`src/rtl/inst_realign_pkg.sv`:
```
// Shared types and helpers for the fetch-side instruction realigner.
package inst_realign_pkg;

  typedef enum logic [1:0] {
    RA_EMPTY     = 2'd0,
    RA_ISSUE     = 2'd1,
    RA_STR_WAIT  = 2'd2,
    RA_STR_ISSUE = 2'd3
  } ra_state_e;

  localparam logic [1:0] LAST_HALF = 2'd3;

  // Any parcel with [1:0]==2'b11 is taken as a 32-bit instruction.
  function automatic logic is_32bit(input logic [15:0] half);
    return half[1:0] == 2'b11;
  endfunction

endpackage

```
`src/rtl/inst_realign_pick.sv`:
```
// Combinational halfword selector: current/next parcel of the held block,
// instruction length, and whether the current instruction ends the block.
module inst_realign_pick
  import inst_realign_pkg::*;
(
  input  logic [63:0] hold_data,
  input  logic [1:0]  ptr,
  output logic [15:0] cur_half,
  output logic [15:0] next_half,
  output logic        is_32,
  output logic        ends_block
);

  logic [1:0] ptr_inc;

  always_comb begin
    ptr_inc    = ptr + 2'd1;
    cur_half   = hold_data[{ptr, 4'd0} +: 16];
    next_half  = hold_data[{ptr_inc, 4'd0} +: 16];
    is_32      = is_32bit(cur_half);
    // A 32-bit parcel at ptr 3 straddles and does not end the block here.
    ends_block = is_32 ? (ptr == 2'd2) : (ptr == LAST_HALF);
  end

endmodule

```
`src/rtl/inst_realign.sv`:
```
// Realigns 8-byte fetch blocks into one 16- or 32-bit instruction per
// handshake, carrying the low half of a block-straddling instruction.
module inst_realign
  import inst_realign_pkg::*;
(
  input  logic        clk,
  input  logic        rst_n,
  input  logic        flush,
  input  logic        fetch_valid,
  output logic        fetch_ready,
  input  logic [63:0] fetch_pc,
  input  logic [63:0] fetch_data,
  output logic        inst_valid,
  input  logic        inst_ready,
  output logic [63:0] inst_pc,
  output logic [31:0] inst_raw,
  output logic        inst_is_rvc
);

  ra_state_e   state_q, state_d;
  logic [63:0] hold_data_q, hold_data_d;
  logic [60:0] hold_base_q, hold_base_d;
  logic [1:0]  ptr_q, ptr_d;
  logic [15:0] carry_half_q, carry_half_d;
  logic [63:0] carry_pc_q, carry_pc_d;

  logic [15:0] cur_half, next_half;
  logic        is_32, ends_block;
  logic        straddle, fetch_fire, inst_fire;

  inst_realign_pick u_pick (
    .hold_data  (hold_data_q),
    .ptr        (ptr_q),
    .cur_half   (cur_half),
    .next_half  (next_half),
    .is_32      (is_32),
    .ends_block (ends_block)
  );

  always_ff @(posedge clk) begin
    if (!rst_n) begin
      state_q      <= RA_EMPTY;
      hold_data_q  <= '0;
      hold_base_q  <= '0;
      ptr_q        <= '0;
      carry_half_q <= '0;
      carry_pc_q   <= '0;
    end else begin
      state_q      <= state_d;
      hold_data_q  <= hold_data_d;
      hold_base_q  <= hold_base_d;
      ptr_q        <= ptr_d;
      carry_half_q <= carry_half_d;
      carry_pc_q   <= carry_pc_d;
    end
  end

  always_comb begin
    straddle    = (state_q == RA_ISSUE) && is_32 && (ptr_q == LAST_HALF);
    inst_valid  = 1'b0;
    inst_pc     = '0;
    inst_raw    = '0;
    fetch_ready = 1'b0;
    case (state_q)
      RA_EMPTY, RA_STR_WAIT: fetch_ready = 1'b1;
      RA_ISSUE: begin
        if (!straddle) begin
          inst_valid  = 1'b1;
          inst_pc     = {hold_base_q, ptr_q, 1'b0};
          inst_raw    = is_32 ? {next_half, cur_half} : {16'h0000, cur_half};
          // Refill in the same cycle the last parcel is consumed.
          fetch_ready = inst_ready && ends_block;
        end
      end
      RA_STR_ISSUE: begin
        inst_valid = 1'b1;
        inst_pc    = carry_pc_q;
        inst_raw   = {hold_data_q[15:0], carry_half_q};
      end
      default: ;
    endcase
    if (flush || !rst_n) fetch_ready = 1'b0;
    if (flush) begin
      inst_valid = 1'b0;
      inst_pc    = '0;
      inst_raw   = '0;
    end
    inst_is_rvc = inst_valid && (inst_raw[1:0] != 2'b11);
    fetch_fire  = fetch_valid && fetch_ready;
    inst_fire   = inst_valid && inst_ready;
  end

  always_comb begin
    state_d      = state_q;
    hold_data_d  = hold_data_q;
    hold_base_d  = hold_base_q;
    ptr_d        = ptr_q;
    carry_half_d = carry_half_q;
    carry_pc_d   = carry_pc_q;
    if (flush) begin
      state_d      = RA_EMPTY;
      carry_half_d = '0;
      carry_pc_d   = '0;
    end else begin
      case (state_q)
        RA_EMPTY: begin
          if (fetch_fire) begin
            hold_data_d = fetch_data;
            hold_base_d = fetch_pc[63:3];
            ptr_d       = fetch_pc[2:1];
            state_d     = RA_ISSUE;
          end
        end
        RA_ISSUE: begin
          if (straddle) begin
            carry_half_d = cur_half;
            carry_pc_d   = {hold_base_q, 3'b110};
            state_d      = RA_STR_WAIT;
          end else if (inst_fire) begin
            if (ends_block) begin
              if (fetch_fire) begin
                hold_data_d = fetch_data;
                hold_base_d = fetch_pc[63:3];
                ptr_d       = fetch_pc[2:1];
              end else begin
                state_d = RA_EMPTY;
              end
            end else begin
              ptr_d = ptr_q + (is_32 ? 2'd2 : 2'd1);
            end
          end
        end
        RA_STR_WAIT: begin
          if (fetch_fire) begin
            hold_data_d = fetch_data;
            hold_base_d = fetch_pc[63:3];
            ptr_d       = fetch_pc[2:1];
            if (fetch_pc == carry_pc_q + 64'd2) begin
              state_d = RA_STR_ISSUE;
            end else begin
              // Non-sequential block: the carried half is meaningless now.
              state_d      = RA_ISSUE;
              carry_half_d = '0;
            end
          end
        end
        RA_STR_ISSUE: begin
          if (inst_fire) begin
            ptr_d   = 2'd1;
            state_d = RA_ISSUE;
          end
        end
        default: state_d = RA_EMPTY;
      endcase
    end
  end

endmodule

```
`config.mk`:
```
export PLATFORM = sky130hd
export DESIGN_NAME = inst_realign
export DESIGN_NICKNAME = d
export VERILOG_FILES = /design/src/rtl/inst_realign_pkg.sv /design/src/rtl/inst_realign_pick.sv /design/src/rtl/inst_realign.sv
export SDC_FILE = /design/constraint.sdc
export NUM_CORES = 1
export LEC_CHECK = 0
export CORE_ASPECT_RATIO = 2
export CORE_MARGIN = 3
export CORE_UTILIZATION = 50
export CTS_CLUSTER_SIZE = 40
export DETAILED_ROUTE_END_ITERATION = 8
export PLACE_DENSITY_LB_ADDON = 0.05
export SYNTH_ARGS = -nofsm -noshare
export SYNTH_HDL_FRONTEND = slang
export SYNTH_SLANG_ARGS = --single-unit
export TNS_END_PERCENT = 20
```
`constraint.sdc`:
```
create_clock -name clk -period 4 [get_ports clk]
set_input_delay 0.8 -clock clk [delete_from_list [all_inputs] [get_ports clk]]
set_output_delay 0.8 -clock clk [all_outputs]
set_load 0.05 [all_outputs]
```
==> results.md, run 1 <==
* FMAX at 255.7 MHz
* Synth area leaders: dfxtp_1 33%, nand2_1 13%, a21boi_0 7.0%, mux4_2 5.8%, a22oi_1 5.6%
* Lkg Pwr at 5.283 nW
* Worst path cell trace: mux4_2 -> and2_1 -> a21boi_4 -> buf_4 -> buf_12 -> buf_12 -> a22oi_1 -> nor2_1 -> buf_12
* Critical Path Source: ptr_q[0]$_SDFFE_PN0P_
* GRT overflow at 0
* Chip height at 228.5 um
* Syn Nets at 1749
* Vias in the first global route at 12930
* Largest net degree at the start of global routing at 80
* CTS root buffer: clkbuf_16
* Crit start category: flip-flop
* Final ANT Viol Nets at 0
* Nets@finish at 1941
* RSZ-0062 raised after global routing: no
* Number of fillers in the final layout at 1968
* Final cell count without fillers at 2140
* WP buf/inv at 4
* Initial DRC Count at 901
* Final Skew at 0.02841 ns
* Netlist cell types at 66
* DRT Pass-1 Iters at 8
* Total clock buffers created by CTS at 21
* First-pass GRT wire length at 68.25 mm
* HPWL after detailed placement at 32.69 mm
* Most common cell after layout, fill and taps aside: nand2_1
* Synth Flop Type: dfxtp_1
* Final design utilization at 70.20%
* VDD IR max at 0.3149 mV
* Worst reg2reg startpoint: carry_pc_q[2]$_SDFFE_PP0P_
* Footprint of the multi-input gates at 7667 sq um
* NetSw at 1.132 mW
* Worst Tran Pin Value at 1.023 ns
* Crit path time final at 3.911 ns
* GRT Total Usage at 32.15%
* Max-Cap Viols at 0
* Placed insts at 2099
* Antenna diode count at 0
* Min-delay src: hold_base_q[0]$_SDFFE_PN0P_
* Net Sw Frac at 24.55%
* P_int at 3.481 mW
* Gp weighted congestion at 0.9752
* Slew Viols, Final at 0
* Clock network power share at 44.1%
* Mapped Cells at 1606
* DR vias/cell at 5.996
* Synth Register Bits at 207
* Post-synth ARST share at 0%
* Worst EP required at 3.20 ns
* Worst Hold Class: flip-flop to flip-flop
* Maximum clock path buffer count at 3
* TritonCTS clock tree: built
* Critical Path AT at 3.11 ns
* Crit path top cell by count: buf_12
* Rel. slew slack at 31.80%
* Site Rows at 80
* Register area at 4146 sq um
* Commonest cells after routing, fill and taps aside: 428 x nand2_1, 205 x dfxtp_1, 131 x clkdlybuf4s50_1
* Post-synth top area cell: dfxtp_1
* Sequential power share at 45.8%
* Final Hold Vio Count at 0
* Worst-path clk slew at 0.07 ns
* CTS sink count at 207
* Crit share post-route at 97.78%
* P per Cell Area at 272.4 nW/um^2
* Wire per inst at 20.56 um
* Vias at 12830
* Peak fanout along the critical path at 15
* Syn_area_per_cell at 7.707 sq um
* Crit-path slowest cell: mux4_2
* Crit end category: primary output
* CP max stage delay at 0.62 ns
* Routed wire length at 44.01 mm
* Synthesized area at 12380 sq um
* Initial Utilization at 51.31%
* Area grow syn2layout at 36.81%
* Initial antenna violation count at 0
* Comb power frac at 10.1%
* CP delay by family, top: buffers and inverters
* Synth Warn # at 0
* Die Span X at 117.3 um
* Io pins at 232
* Pwr Total at 4.614 mW
* Full die area at 26790 sq um
* H-tree depth at 1
* Sequential area share after synthesis at 33.48%
* Port buffer count at 230
* Number of setup violations in the final report at 0
* Post-route DRC at 0
* Status: finished, final reports clean
* Worst skew pair latency at 0.53 ns
* Top cell type's share of synthesized area at 33.48%
* Layout cells sized above 1 at 15.89%
* Post-synth EDFFs at 0
* WS Path Type: flip-flop to primary output
* Core Box Area at 24120 sq um
[power by group through the flow]
| stage | logic (mW) | registers [mW] | clock network [mW] |
|---|---|---|---|
| 4_1_cts | 0.464 | 2.11 | 2.06 |
| 3_5_place_dp | 0.459 | 2.16 | 0 |
| 6_report | 0.466 | 2.11 | 2.03 |
| 5_1_grt | 0.495 | 2.12 | 2.12 |
| 3_3_place_gp | 0.454 | 2.16 | 0 |
| 2_1_floorplan | 0.219 | 2.15 | 0 |
[synthesized netlist by cell type, types with 29 or more instances]
cell      number
a21boi_0     116
a21oi_1       89
a22oi_1       93
clkbuf_1      99
dfxtp_1      207
mux4_2        32
nand2_1      428
nand3_1       29
nand4_1       34
nor2_1       123
xnor2_1       57
xor2_1        29
[worst paths after layout]
check	endpoint	slack, ns	cells past startpoint
worst max-delay path	inst_pc[27]	0.09	9
worst min-delay path	carry_pc_q[3]$_SDFFE_PP0P_	0.46	2
worst max register to register	carry_half_q[7]$_SDFFE_PP0P_	0.14	11
worst min register to register	carry_pc_q[3]$_SDFFE_PP0P_	0.46	2
[cell families after synthesis]
| group | Yosys count | share of synthesized area (%) |
|---|---|---|
| AOI/OAI and AO/OA | 389 | 22.27 |
| adders and majority gates | 10 | 1.011 |
| and+or+nand+nor | 719 | 25.59 |
| muxes | 38 | 6.328 |
| xor gates and xnor gates | 86 | 6.085 |
| buffers and inverters | 156 | 5.206 |
| other | 1 | 0.03030 |
| DFF | 207 | 33.48 |
[metal layers]
layer  track usage [%]  vias to the layer above  part of all wire (%)
met5                 0                        -                     0
met4             19.99                        0                   7.3
met3             5.167                      162                   5.4
met2             60.38                      510                    55
met1             30.95                     6141                    32
li1                  -                     6018                     -
[registers in the layout, indices dropped and copies added (netlist names)]
signal	count
hold_data_q	64
carry_pc_q	62
hold_base_q	61
carry_half_q	16
ptr_q	2
state_q	2
[metrics by stage]
step           hold slack [ns]  cell area, sq um  setup WS, ns  TNS (ns)
6_report                0.4613             16940       0.08899         0
5_1_grt                 0.4847             16940       0.01180         0
4_1_cts                 0.4559             16940        0.1009         0
3_5_place_dp            0.4613             16210      -0.09572   -0.5458
3_3_place_gp            0.4493             16210      -0.01431  -0.09579
2_1_floorplan           0.4448             12390      -0.06417    -1.539
[worst min-delay path: stages, from the launching register on]
cell and delay [ns]:
dfxtp_1 0.32, nand2_1 0.06, a21oi_1 0.05
[area by class of cell]
| cell class | count | area share [%] |
|---|---|---|
| multi-input combinational | 1243 | 45.28 |
| clock buffer | 27 | 3.413 |
| timing repair buffer | 312 | 23.45 |
| inverter | 13 | 0.2881 |
| clock inverter | 10 | 0.6649 |
| tap | 328 | 2.423 |
| sequential | 207 | 24.48 |
[what timing repair did]
action / CTS / global route
resized for setup: 1 / 0
pin swaps: 1 / 1
setup buffers: 4 / 0
hold buffers: 0 / 0
endpoints found under the setup margin: 35 / 8
Power figures use the tool's default switching activity.
==> run 2, diff against run 1 <==
--- a/config.mk
+++ b/config.mk
@@ -8,9 +8,9 @@
 export CORE_ASPECT_RATIO = 2
 export CORE_MARGIN = 3
 export CORE_UTILIZATION = 50
-export CTS_CLUSTER_SIZE = 40
 export DETAILED_ROUTE_END_ITERATION = 8
 export PLACE_DENSITY_LB_ADDON = 0.05
+export SLEW_MARGIN = 30
 export SYNTH_ARGS = -nofsm -noshare
 export SYNTH_HDL_FRONTEND = slang
 export SYNTH_SLANG_ARGS = --single-unit
==> results of run 2 <==
Same layout as run 1: the final DEF is identical, and so are final timing and power.
==> run 3, diff against run 2 <==
--- a/config.mk
+++ b/config.mk
@@ -5,9 +5,11 @@
 export SDC_FILE = /design/constraint.sdc
 export NUM_CORES = 1
 export LEC_CHECK = 0
+export CELL_PAD_IN_SITES_DETAIL_PLACEMENT = 2
+export CELL_PAD_IN_SITES_GLOBAL_PLACEMENT = 2
 export CORE_ASPECT_RATIO = 2
 export CORE_MARGIN = 3
-export CORE_UTILIZATION = 50
+export CORE_UTILIZATION = 30
 export DETAILED_ROUTE_END_ITERATION = 8
 export PLACE_DENSITY_LB_ADDON = 0.05
 export SLEW_MARGIN = 30
==> constraint.sdc (replaced) <==
create_clock -name clk -period 4 [get_ports clk]
set_input_delay 0.4 -clock clk [delete_from_list [all_inputs] [get_ports clk]]
set_output_delay 0.4 -clock clk [all_outputs]
set_load 0.05 [all_outputs]
==> results.md, run 3 (same netlist as run 1, synthesis figures left out) <==
* Routed wire length at 55.89 mm
* Die Span X at 149.6 um
* Pwr Total at 4.736 mW
* DRT Pass-1 Iters at 6
* H-tree depth at 1
* Crit start category: flip-flop
* RSZ-0062 raised after global routing: no
* Worst Tran Pin Value at 0.8275 ns
* CP delay by family, top: buffers and inverters
* Full die area at 43880 sq um
* Setup_tns at 0 ns
* Worst EP required at 3.60 ns
* Most flops, register: hold_data_q
* DR vias/cell at 5.474
* Gp weighted congestion at 0.8829
* Final worst slack at 0.1761 ns
* Worst Hold Class: input pin to flip-flop
* Area grow syn2layout at 35.64%
* Chip height at 293.3 um
* Register area at 4149 sq um
* Pre-CTS setup slack at 0.01988 ns
* Crit path top cell by count: buf_4
* Number of setup violations in the final report at 0
* Max reg flops at 64
* Final ANT Viol Nets at 0
* Crit share post-route at 95.60%
* Final Hold Vio Count at 0
* Commonest cells after routing, fill and taps aside: 428 x nand2_1, 203 x dfxtp_1, 131 x clkdlybuf4s50_1
* First-pass GRT wire length at 85.77 mm
* Crit path time final at 3.824 ns
* Vias in the first global route at 14330
* Critical Path Source: ptr_q[0]$_SDFFE_PN0P_
* TritonCTS clock tree: built
* Layout cells sized above 1 at 15.24%
* Max-Cap Viols at 0
* Status: finished, final reports clean
* Initial DRC Count at 304
* Worst skew pair latency at 0.54 ns
* Post-CTS setup repair buffer count at 0
* FMAX at 261.5 MHz
* Final Skew at 0.01122 ns
* Lkg Pwr at 5.222 nW
* Crit end category: primary output
* VDD IR max at 0.2591 mV
* GRT overflow at 0
* Footprint of the multi-input gates at 7679 sq um
* Slew Viols, Final at 0
* Number of fillers in the final layout at 4592
* Critical Path AT at 3.42 ns
* WS Path Type: flip-flop to primary output
* P per Cell Area at 282.1 nW/um^2
* Port buffer count at 230
* Worst reg2reg startpoint: carry_pc_q[2]$_SDFFE_PP0P_
* Worst path cell trace: mux4_2 -> and2_1 -> buf_4 -> a21boi_4 -> buf_4 -> a22oi_1 -> o31a_1 -> buf_4
* CP max stage delay at 0.58 ns
* Largest net degree at the start of global routing at 85
* GRT Total Usage at 25.19%
* Initial Utilization at 30.59%
* Crit-path slowest cell: mux4_2
* Most common cell after layout, fill and taps aside: nand2_1
* Nets@finish at 1931
* Worst-path clk slew at 0.07 ns
* CTS root buffer: clkbuf_16
* Maximum clock path buffer count at 3
* Post-route DRC at 0
* WP buf/inv at 3
* Wire per inst at 23.93 um
* Peak fanout along the critical path at 38
* Rel. slew slack at 44.84%
* Site Rows at 104
* Initial antenna violation count at 2
* Total clock buffers created by CTS at 23
* HPWL after detailed placement at 42.03 mm
* Min-delay src: rst_n
* CTS sink count at 207
* Top Registers: hold_data_q: 64 flops, carry_pc_q: 62 flops, hold_base_q: 61 flops
* Io pins at 232
* Vias at 12790
* Core Box Area at 40470 sq um
run 3: worst reg2reg max path: stages, from the launching register on:
cell and delay, ns:
dfxtp_2 0.40, ha_1 0.24, nand4_4 0.18, or4_4 0.57, or4_4 0.61, o21ai_2 0.14, o211ai_1 0.10, nor4_1 0.20
o2111ai_1 0.15, or4_1 0.56, buf_12 0.20, a311oi_1 0.30
run 3: worst paths after layout:
check | to | slack, ns | depth (start not counted)
max | inst_is_rvc | 0.18 | 8
min | hold_base_q[1]$_SDFFE_PN0P_ | 0.41 | 2
max reg2reg | carry_half_q[4]$_SDFFE_PP0P_ | 0.25 | 11
min reg2reg | carry_pc_q[53]$_SDFFE_PP0P_ | 0.47 | 2
run 3: layout make-up:
cell class	count	area share [%]
diodes	1	0.01490
multi-input cells	1243	45.73
clock buffers	32	3.868
clock inverters	10	0.4918
inverters	13	0.2906
flip-flops and latches	207	24.71
well taps	530	3.950
repair buffers	300	20.94
run 3: what timing repair did:
action | 4_1_cts | 5_1_grt
endpoints found under the setup margin | 3 | 18
pin swaps | 0 | 2
endpoints found under the hold margin | 0 | 0
resized for setup | 3 | 7
hold buffers | 0 | 0
cloned | 0 | 0
run 3: per-stage QoR:
stage	cell area, sq um	hold slack, ns	std cells	util (%)
finish	16790	0.4090	2336	41.49
global route	16790	0.4178	2335	41.48
CTS	16750	0.3948	2335	41.40
detailed placement	16020	0.4667	2293	39.60
global placement	16020	0.4513	2293	39.59
floorplan	12380	0.4448	1606	-
run 3: where the power goes:
group          total, mW  internal [mW]  switching (mW)
Sequential          2.11           2.09          0.0258
Combinational      0.477          0.227           0.250
Clock               2.14           1.20           0.943
Total               4.74           3.52            1.22
run 3: layer usage:
layer	GRT usage [%]	share of wire (%)	up-vias
met1	23.99	34	6410
met2	51.17	58	286
met5	0	0	-
met3	3.781	3.8	106
met4	11.47	5.0	0
li1	-	-	5986
